`src/rtl/uart_tx_periph.sv`:
```
// Memory-mapped UART transmitter, 8N1 LSB first (even parity bit added when UART_PARITY_EN is defined).
// Reads return one cycle after en_i; a TXDATA push reaches tx_o in 2 cycles; pushes to a full FIFO are dropped and set ovf.
module uart_tx_periph #(
    parameter int unsigned FIFO_DEPTH  = 8,
    parameter logic [15:0] DEFAULT_DIV = 16'd867
) (
    input  logic        clk,
    input  logic        reset,
    input  logic        en_i,
    input  logic [3:0]  we_i,
    input  logic [3:0]  addr_i,
    input  logic [31:0] data_i,
    output logic [31:0] data_o,
    output logic        tx_o,
    output logic        irq_o
);
    localparam int unsigned AW = (FIFO_DEPTH > 1) ? $clog2(FIFO_DEPTH) : 1;

    typedef enum logic [2:0] {
        ST_IDLE,
        ST_START,
        ST_DATA,
        ST_PARITY,
        ST_STOP
    } state_t;

`ifdef UART_PARITY_EN
    localparam state_t DATA_NEXT   = ST_PARITY;
    localparam logic   PARITY_FLAG = 1'b1;
`else
    localparam state_t DATA_NEXT   = ST_STOP;
    localparam logic   PARITY_FLAG = 1'b0;
`endif

    logic [7:0]    fifo_mem [FIFO_DEPTH];
    logic [AW-1:0] wr_ptr, rd_ptr;
    logic [AW:0]   fifo_cnt;
    logic          fifo_full, fifo_empty;
    logic          push_req, push_ok, pop;

    state_t        state_q, state_d;
    logic [7:0]    shift_q;
    logic          par_q;
    logic [2:0]    bit_idx_q;
    logic [15:0]   baud_q, act_div_q, div_q;
    logic          bit_end, line_val, busy;

    logic          irqen_q, ovf_q, tx_q, irq_q;
    logic          wr_acc, rd_acc;
    logic [1:0]    reg_sel;
    logic [31:0]   status, rdata_d;
    logic          unused_bits;

    assign unused_bits = ^{addr_i[1:0], data_i[31:16]};

    assign reg_sel  = addr_i[3:2];
    assign wr_acc   = en_i && (we_i != 4'b0000);
    assign rd_acc   = en_i && (we_i == 4'b0000);
    assign push_req = wr_acc && (reg_sel == 2'd0) && we_i[0];

    assign fifo_full  = (fifo_cnt == (AW+1)'(FIFO_DEPTH));
    assign fifo_empty = (fifo_cnt == '0);
    // A pop in the same cycle frees the slot, so a push to a full FIFO still lands.
    assign push_ok    = push_req && (!fifo_full || pop);

    always_ff @(posedge clk) begin
        if (!reset) begin
            wr_ptr   <= '0;
            rd_ptr   <= '0;
            fifo_cnt <= '0;
        end else begin
            if (push_ok) wr_ptr <= wr_ptr + AW'(1);
            if (pop)     rd_ptr <= rd_ptr + AW'(1);
            if (push_ok && !pop)
                fifo_cnt <= fifo_cnt + (AW+1)'(1);
            else if (pop && !push_ok)
                fifo_cnt <= fifo_cnt - (AW+1)'(1);
        end
    end

    always_ff @(posedge clk) begin
        if (push_ok) fifo_mem[wr_ptr] <= data_i[7:0];
    end

    assign bit_end = (baud_q == 16'd0);
    assign busy    = (state_q != ST_IDLE);

    always_ff @(posedge clk) begin
        if (!reset) state_q <= ST_IDLE;
        else        state_q <= state_d;
    end

    always_comb begin
        state_d = state_q;
        pop     = 1'b0;
        unique case (state_q)
            ST_IDLE: begin
                if (!fifo_empty) begin
                    state_d = ST_START;
                    pop     = 1'b1;
                end
            end
            ST_START:  if (bit_end) state_d = ST_DATA;
            ST_DATA:   if (bit_end && (bit_idx_q == 3'd7)) state_d = DATA_NEXT;
            ST_PARITY: if (bit_end) state_d = ST_STOP;
            ST_STOP: begin
                if (bit_end) begin
                    if (!fifo_empty) begin
                        state_d = ST_START;
                        pop     = 1'b1;
                    end else begin
                        state_d = ST_IDLE;
                    end
                end
            end
            default: state_d = ST_IDLE;
        endcase
    end

    always_comb begin
        line_val = 1'b1;
        case (state_q)
            ST_START:  line_val = 1'b0;
            ST_DATA:   line_val = shift_q[0];
            ST_PARITY: line_val = par_q;
            default:   line_val = 1'b1;
        endcase
    end

    // Divisor is captured at every frame start so mid-frame DIV writes never stretch a bit.
    always_ff @(posedge clk) begin
        if (!reset) begin
            shift_q   <= 8'd0;
            par_q     <= 1'b0;
            bit_idx_q <= 3'd0;
            baud_q    <= 16'd0;
            act_div_q <= 16'd0;
        end else if (pop) begin
            shift_q   <= fifo_mem[rd_ptr];
            par_q     <= ^fifo_mem[rd_ptr];
            bit_idx_q <= 3'd0;
            baud_q    <= div_q;
            act_div_q <= div_q;
        end else if (busy) begin
            if (bit_end) begin
                baud_q <= act_div_q;
                if (state_q == ST_DATA) begin
                    shift_q   <= shift_q >> 1;
                    bit_idx_q <= bit_idx_q + 3'd1;
                end
            end else begin
                baud_q <= baud_q - 16'd1;
            end
        end
    end

    always_ff @(posedge clk) begin
        if (!reset) begin
            div_q   <= DEFAULT_DIV;
            irqen_q <= 1'b0;
            ovf_q   <= 1'b0;
        end else begin
            if (wr_acc && (reg_sel == 2'd2)) begin
                if (we_i[0]) div_q[7:0]  <= data_i[7:0];
                if (we_i[1]) div_q[15:8] <= data_i[15:8];
            end
            if (wr_acc && (reg_sel == 2'd3) && we_i[0])
                irqen_q <= data_i[0];
            if (push_req && !push_ok)
                ovf_q <= 1'b1;
            else if (wr_acc && (reg_sel == 2'd1) && we_i[0] && data_i[3])
                ovf_q <= 1'b0;
        end
    end

    always_comb begin
        status           = 32'd0;
        status[0]        = busy;
        status[1]        = fifo_full;
        status[2]        = fifo_empty;
        status[3]        = ovf_q;
        status[4]        = PARITY_FLAG;
        status[8 +: AW+1] = fifo_cnt;
    end

    always_comb begin
        rdata_d = 32'd0;
        case (reg_sel)
            2'd1:    rdata_d = status;
            2'd2:    rdata_d = {16'd0, div_q};
            2'd3:    rdata_d = {31'd0, irqen_q};
            default: rdata_d = 32'd0;
        endcase
    end

    always_ff @(posedge clk) begin
        if (!reset) begin
            tx_q   <= 1'b1;
            irq_q  <= 1'b0;
            data_o <= 32'd0;
        end else begin
            tx_q  <= line_val;
            irq_q <= irqen_q & fifo_empty & ~busy;
            if (rd_acc) data_o <= rdata_d;
        end
    end

    assign tx_o  = tx_q;
    assign irq_o = irq_q;

endmodule

```
`config.mk`:
```
export PLATFORM = sky130hd
export DESIGN_NAME = uart_tx_periph
export DESIGN_NICKNAME = d
export VERILOG_FILES = /design/src/rtl/uart_tx_periph.sv
export SDC_FILE = /design/constraint.sdc
export NUM_CORES = 1
export LEC_CHECK = 0
export BUFFER_PORTS_ARGS = -buffer_cell sky130_fd_sc_hd__buf_2
export CAP_MARGIN = 10
export CORE_ASPECT_RATIO = 0.6
export CORE_MARGIN = 4
export CORE_UTILIZATION = 63
export DETAILED_ROUTE_END_ITERATION = 10
export PLACE_DENSITY = 0.95
export SETUP_SLACK_MARGIN = 0.1
export SYNTH_ARGS = -nofsm -noshare
export SYNTH_HDL_FRONTEND = slang
export SYNTH_SLANG_ARGS = --single-unit
```
`constraint.sdc`:
```
create_clock -name clk -period 7.7 [get_ports clk]
set_input_delay 1.54 -clock clk [delete_from_list [all_inputs] [get_ports clk]]
set_output_delay 1.54 -clock clk [all_outputs]
set_load 0.05 [all_outputs]
```
* Word level (Yosys, flattened, before mapping)
Memories as Yosys holds them, arrays and structs flattened. A register that Yosys moved wholly into a read port is not among the register bits.
Cells that the tools add are included.
** Storage, ports and cells
- Input bits :: 43
- Word-level logic and storage cells :: 106
- Output and inout port bits :: 34
- Flip-flop bits (word level) :: 109
- Bits in writable memories :: 64
- Memories :: 1
** Memories
- fifo_mem :: depth 8, bits a word 8, rd ports 1, clocked after memory_dff 1, wr ports 1, RTL line 35 : logic [7:0] fifo_mem [FIFO_DEPTH];
** Cells by class
- Reductions and logical operators :: 38
- Bitwise logic cells :: 4
- Eq/ne operators :: 14
- Mux-type cells :: 27
- $add $sub $neg :: 6
** Operators with widths (count)
- two-way mux 16 bit :: 3
- case mux 16 bit (3 select lines) :: 1
- two-way mux 8 bit :: 4
- two-way mux 3 bit :: 7
- zero test 16 bit :: 1
- subtractor 16 x 1 -> 16 bit (second input constant) :: 1
- logical AND 1 bit :: 15
- case mux 3 bit (5 select lines) :: 1
- inequality test 2 bit (second input constant) :: 5
- nonzero test 2 bit :: 5
- adder 3 x 1 -> 3 bit (second input constant) :: 3
- zero test 4 bit :: 2
- two-way mux 4 bit :: 2
- parity 8 bit :: 1
- two-way mux 1 bit :: 7
- equality test 3 x 2 -> 1 bit (second input constant) :: 2
- equality test 3 bit (second input constant) :: 2
- AND reduction 3 bit :: 2
- AND reduction 5 bit :: 1
- adder 4 x 1 -> 4 bit (second input constant) :: 1
- equality test 2 bit (second input constant) :: 2
- equality test 4 bit (second input constant) :: 1
- AND reduction 2 bit :: 2
- nonzero test 4 bit :: 1
- other kinds (13) :: 17

* Longest topological paths before layout
- Depth after elaboration :: 10
- Gate-level depth with buffers :: 16
- Mapped depth without buffers :: 15

* Least setup slack after synthesis
No wires, ideal clock.
- Kind :: input-to-reg
- Start :: input port en_i
- End :: register fifo_cnt[3]
- Stages on the path :: 12
- Buffers on the path :: 0
- Library setup time :: 76 ps
- Required time :: 7624 ps
- Slack :: 4133 ps
- Data arrival time :: 3492 ps
- Path through :: nand2_1 > nor3_1 > o21ai_1 > inv_1 > ha_1 > inv_1 > ha_1 > a21o_1 > a21oi_1 > xnor2_1 > or3_1 > a21boi_0
** On the way
- Cells in the longest elaborated chain, start to end :: 7
- Elaborated cells on any way between the ends :: 9
- Those cells by class :: mux (1); reduce/logical (8)
** RTL lines
- start: declaration :: RTL line 9 : input logic en_i,
- logical AND 1 bit * :: RTL line 57 : assign wr_acc = en_i && (we_i != 4'b0000);
- logical AND 1 bit * (2 in series) :: RTL line 59 : assign push_req = wr_acc && (reg_sel == 2'd0) && we_i[0];
- logical AND 1 bit * :: RTL line 64 : assign push_ok = push_req && (!fifo_full || pop);
- net push_ok :: RTL line 39 : logic push_req, push_ok, pop;
- zero test 1 bit :: RTL line 76 : else if (pop && !push_ok)
- logical AND 1 bit :: RTL line 76
- nonzero test 2 bit (no line)
- end signal: assignment :: RTL line 75 : fifo_cnt <= fifo_cnt + (AW+1)'(1);
- end signal: assignment :: RTL line 77 : fifo_cnt <= fifo_cnt - (AW+1)'(1);
- end: declaration :: RTL line 37 : logic [AW:0] fifo_cnt;
Mark *: on every way through the listed nets, which the timed path passes. The rest lies on a longest branch.
A chain may end at the register's enable or synchronous reset.

* Worst setup path after layout
- Start :: register baud_q[7]
- End :: register fifo_cnt[3]
** On the way
- Cells in the longest elaborated chain, start to end :: 8
- Elaborated cells on any way between the ends :: 11
- Those cells by class :: mux (3); reduce/logical (8)
** RTL lines
- start: declaration :: RTL line 45 : logic [15:0] baud_q, act_div_q, div_q;
- start signal: assignment :: RTL line 142 : baud_q <= div_q;
- start signal: assignment :: RTL line 146 : baud_q <= act_div_q;
- start signal: assignment :: RTL line 152 : baud_q <= baud_q - 16'd1;
- zero test 16 bit * :: RTL line 85 : assign bit_end = (baud_q == 16'd0);
- two-way mux 1 bit * :: RTL line 107 : if (bit_end) begin
- case mux 1 bit (2 select lines) * :: RTL line 96 : unique case (state_q)
- logical OR 1 bit :: RTL line 64
- logical AND 1 bit :: RTL line 64
- zero test 1 bit :: RTL line 76
- logical AND 1 bit :: RTL line 76
- nonzero test 2 bit (no line)
Mark *: on every way between the ends. The rest lies on a longest branch, timed or not.

==> impl_metrics.ini <==
[cts]
cts_tree = done
insertion_delay_ns = 0.43
cts_sinks = 160
clk_pin_slew_ns = 0.06
numCtsBuffers = 17
cts_max_path_buffers = 2
post_cts_buffers = 0
clock-root-buffer = clkbuf_16
cts_hold_buf = 0
htreeDepth = 4
post_cts_resize_count = 0

[detailed_routing]
drt-wirelength-per-cell_um = 22.7
drtIter0Drc = 1295
ant_nets = 0
via_per_inst = 6.81
num_vias = 5881
drt-total-wl_um = 19600
drc = 1
firstDrtPassIters = 9

[setup_path]
critPathKind = reg -> reg
critPathTopFamily = simple AND/OR/NAND/NOR gates
crit_slowest_cell = a21boi_4
cp.required_ns = 8.05
cp_max_fo = 29
slowest_delay_ns = 0.67
worstPathBufferInverterCount = 2
endpoint_kind = register
cp_data_arrival_time_ns = 4.78
crit_top_cell = ha_1
path_cells = nor4_1 -> nand4_1 -> a21boi_4 -> inv_2 -> ha_1 -> inv_1 -> ha_1 -> a21o_1 -> a21oi_1 -> xnor2_1 -> or3_1 -> a21boi_0
startpoint_type = register

[synth]
synthCells = 678
synthArstFlopShare = 0
synth_top_area_frac = 0.265
ys.flop_type = dfxtp_1
ys_warn_count = 0
syn_area_per_cell_um2 = 10.7
post_synth_instance_area_um2 = 7250
synth_edf_count = 64
ys_ff_latch = 160
synth_cell_type_count = 54
ys_seq_area_frac = 0.530
synth_top_cell_by_area = dfxtp_1
synth.area.top_cells = dfxtp_1, edfxtp_1, nand2_1

[timing]
slew_violations = 0
max_freq_mhz = 226
holdWs_ns = 0.457
fin_setup_tns_ns = 0
slew_headroom = 0.304
hold_violations = 0
min_period_ns = 4.43
finalSetupViolCount = 0
rsz0062_at_grt = false
finalCritPeriodShare = 0.575
layout_setup_ws_ns = 3.27
fin_skew_ns = 0.00732
max_slew.worst_pin.slew_ns = 1.04

[die]
die_h_um = 91.1
dieArea_um2 = 13300
floorplan.initialDensity = 0.644
dieWidth_um = 147
top_level_ports = 77
fp.coreArea_um2 = 11300
rows = 30

[grt]
grt_max_degree = 93
grt_pass1_wl_um = 30600
grt_pass1_vias = 5712
antenna_found_initial = 0
overflow = 0
grt_usage = 0.295

[run_status]
violations = design-rule violations
status = finished, violations left

[placed_design]
gp_congestion = 0.885
numPortBuffers = 42
post-place-ws_ns = 3.61
hpwlAfterDp_um = 11700

[layout]
drive_above_1_share = 0.139
layout_commonest_cell = nand2_1
antennaDiodeCount = 0
syn_to_final_growth_pct = 11.7
final_cell_mix = nand2_1, dfxtp_1, edfxtp_1, buf_2, nor2_1
fin_nets = 760

[job]
drv_cap = 0

[hold_path]
holdCritPathClass = reg -> reg

[power]
worst_ir_drop_vdd_v = 0.000235
p_per_area_nw_per_um2 = 378
leakagePower_nw = 3.00
cell type report:
class / count / area (um2)
well taps: 144 / 180
clock inverters: 12 / 190
fillers: 604 / 3160
inverters: 6 / 22.5
repair buffers: 53 / 294
multi-input cells: 469 / 3130
flip-flops and latches: 160 / 3840
clock buffers: 20 / 437
flip-flops by register name, indices dropped and copies added, names as in the netlist, named ones only:
| signal | cells |
|---|---|
| data_o | 16 |
| irq_o | 1 |
| shift_q | 8 |
| div_q | 16 |
| irqen_q | 1 |
| state_q | 3 |
| rd_ptr | 3 |
| tx_o | 1 |
| baud_q | 16 |
| act_div_q | 16 |
| fifo_cnt | 4 |
| bit_idx_q | 3 |
| ovf_q | 1 |
| fifo_mem | 64 |
| par_q | 1 |
| wr_ptr | 3 |
per-layer routing:
layer,wire length [um],global-route usage,up-vias
li1,-,-,2467
met1,7070,0.370,2746
met2,9090,0.478,557
met3,2510,0.0883,111
met4,921,0.128,0
met5,0,0,-
cells by family (layout without fill, tap and decap cells):
group                      after synthesis  in the layout  share of synthesized area
xor gates and xnor gates                31             31                     0.0374
muxes                                   40             40                     0.0794
buffers and inverters                   64             91                     0.0466
and+or+nand+nor                        244            244                      0.159
other                                    1             16                   0.000517
DFF                                    160            160                      0.530
adders and majority gates               10             10                     0.0183
AOI/OAI and AO/OA                      128            128                      0.129
metrics by stage:
step / power, mW / instances / utilization / cell area (um2)
floorplan: 1.85 / 693 / - / 7310
global placement: 1.98 / 830 / 0.662 / 7460
detailed placement: 2.06 / 830 / 0.662 / 7460
CTS: 3.00 / 862 / 0.718 / 8090
global route: 3.16 / 864 / 0.719 / 8100
finish: 3.06 / 864 / 0.719 / 8100
tightest hold or removal path: stages (launching register included):
cell      delay (ns)
dfxtp_1         0.31
nand2_1         0.05
a21boi_1        0.05
cell usage after synthesis, drive strengths merged (5+ instances only):
| library cell | n |
|---|---|
| nand2 | 113 |
| dfxtp | 96 |
| edfxtp | 64 |
| a21boi | 47 |
| nor2 | 39 |
| buf | 33 |
| xnor2 | 27 |
| mux2i | 26 |
| clkbuf | 25 |
| o21ai | 22 |
| nand3 | 19 |
| nor3 | 15 |
| o211ai | 15 |
| mux4 | 14 |
| and2 | 9 |
| ha | 9 |
| a21oi | 7 |
| a221oi | 7 |
| a31oi | 7 |
| nor2b | 7 |
| nor3b | 7 |
| nor4 | 7 |
| or3 | 7 |
| inv | 6 |
| nand2b | 6 |
| o211a | 5 |
worst paths after layout:
kind         startpoint     endpoint  slack (ns)  cells past startpoint
max reg2reg   baud_q[7]  fifo_cnt[3]        3.27                     12
max           baud_q[7]  fifo_cnt[3]        3.27                     12
min          shift_q[3]   shift_q[3]        0.46                      2
min reg2reg  shift_q[3]   shift_q[3]        0.46                      2
power breakdown:
| part | switching, mW | total [mW] | internal, mW |
|---|---|---|---|
| Sequential | 0.139 | 1.12 | 0.978 |
| Combinational | 0.658 | 1.04 | 0.382 |
| Clock | 0.333 | 0.906 | 0.572 |
Power figures use the tool's default switching activity.
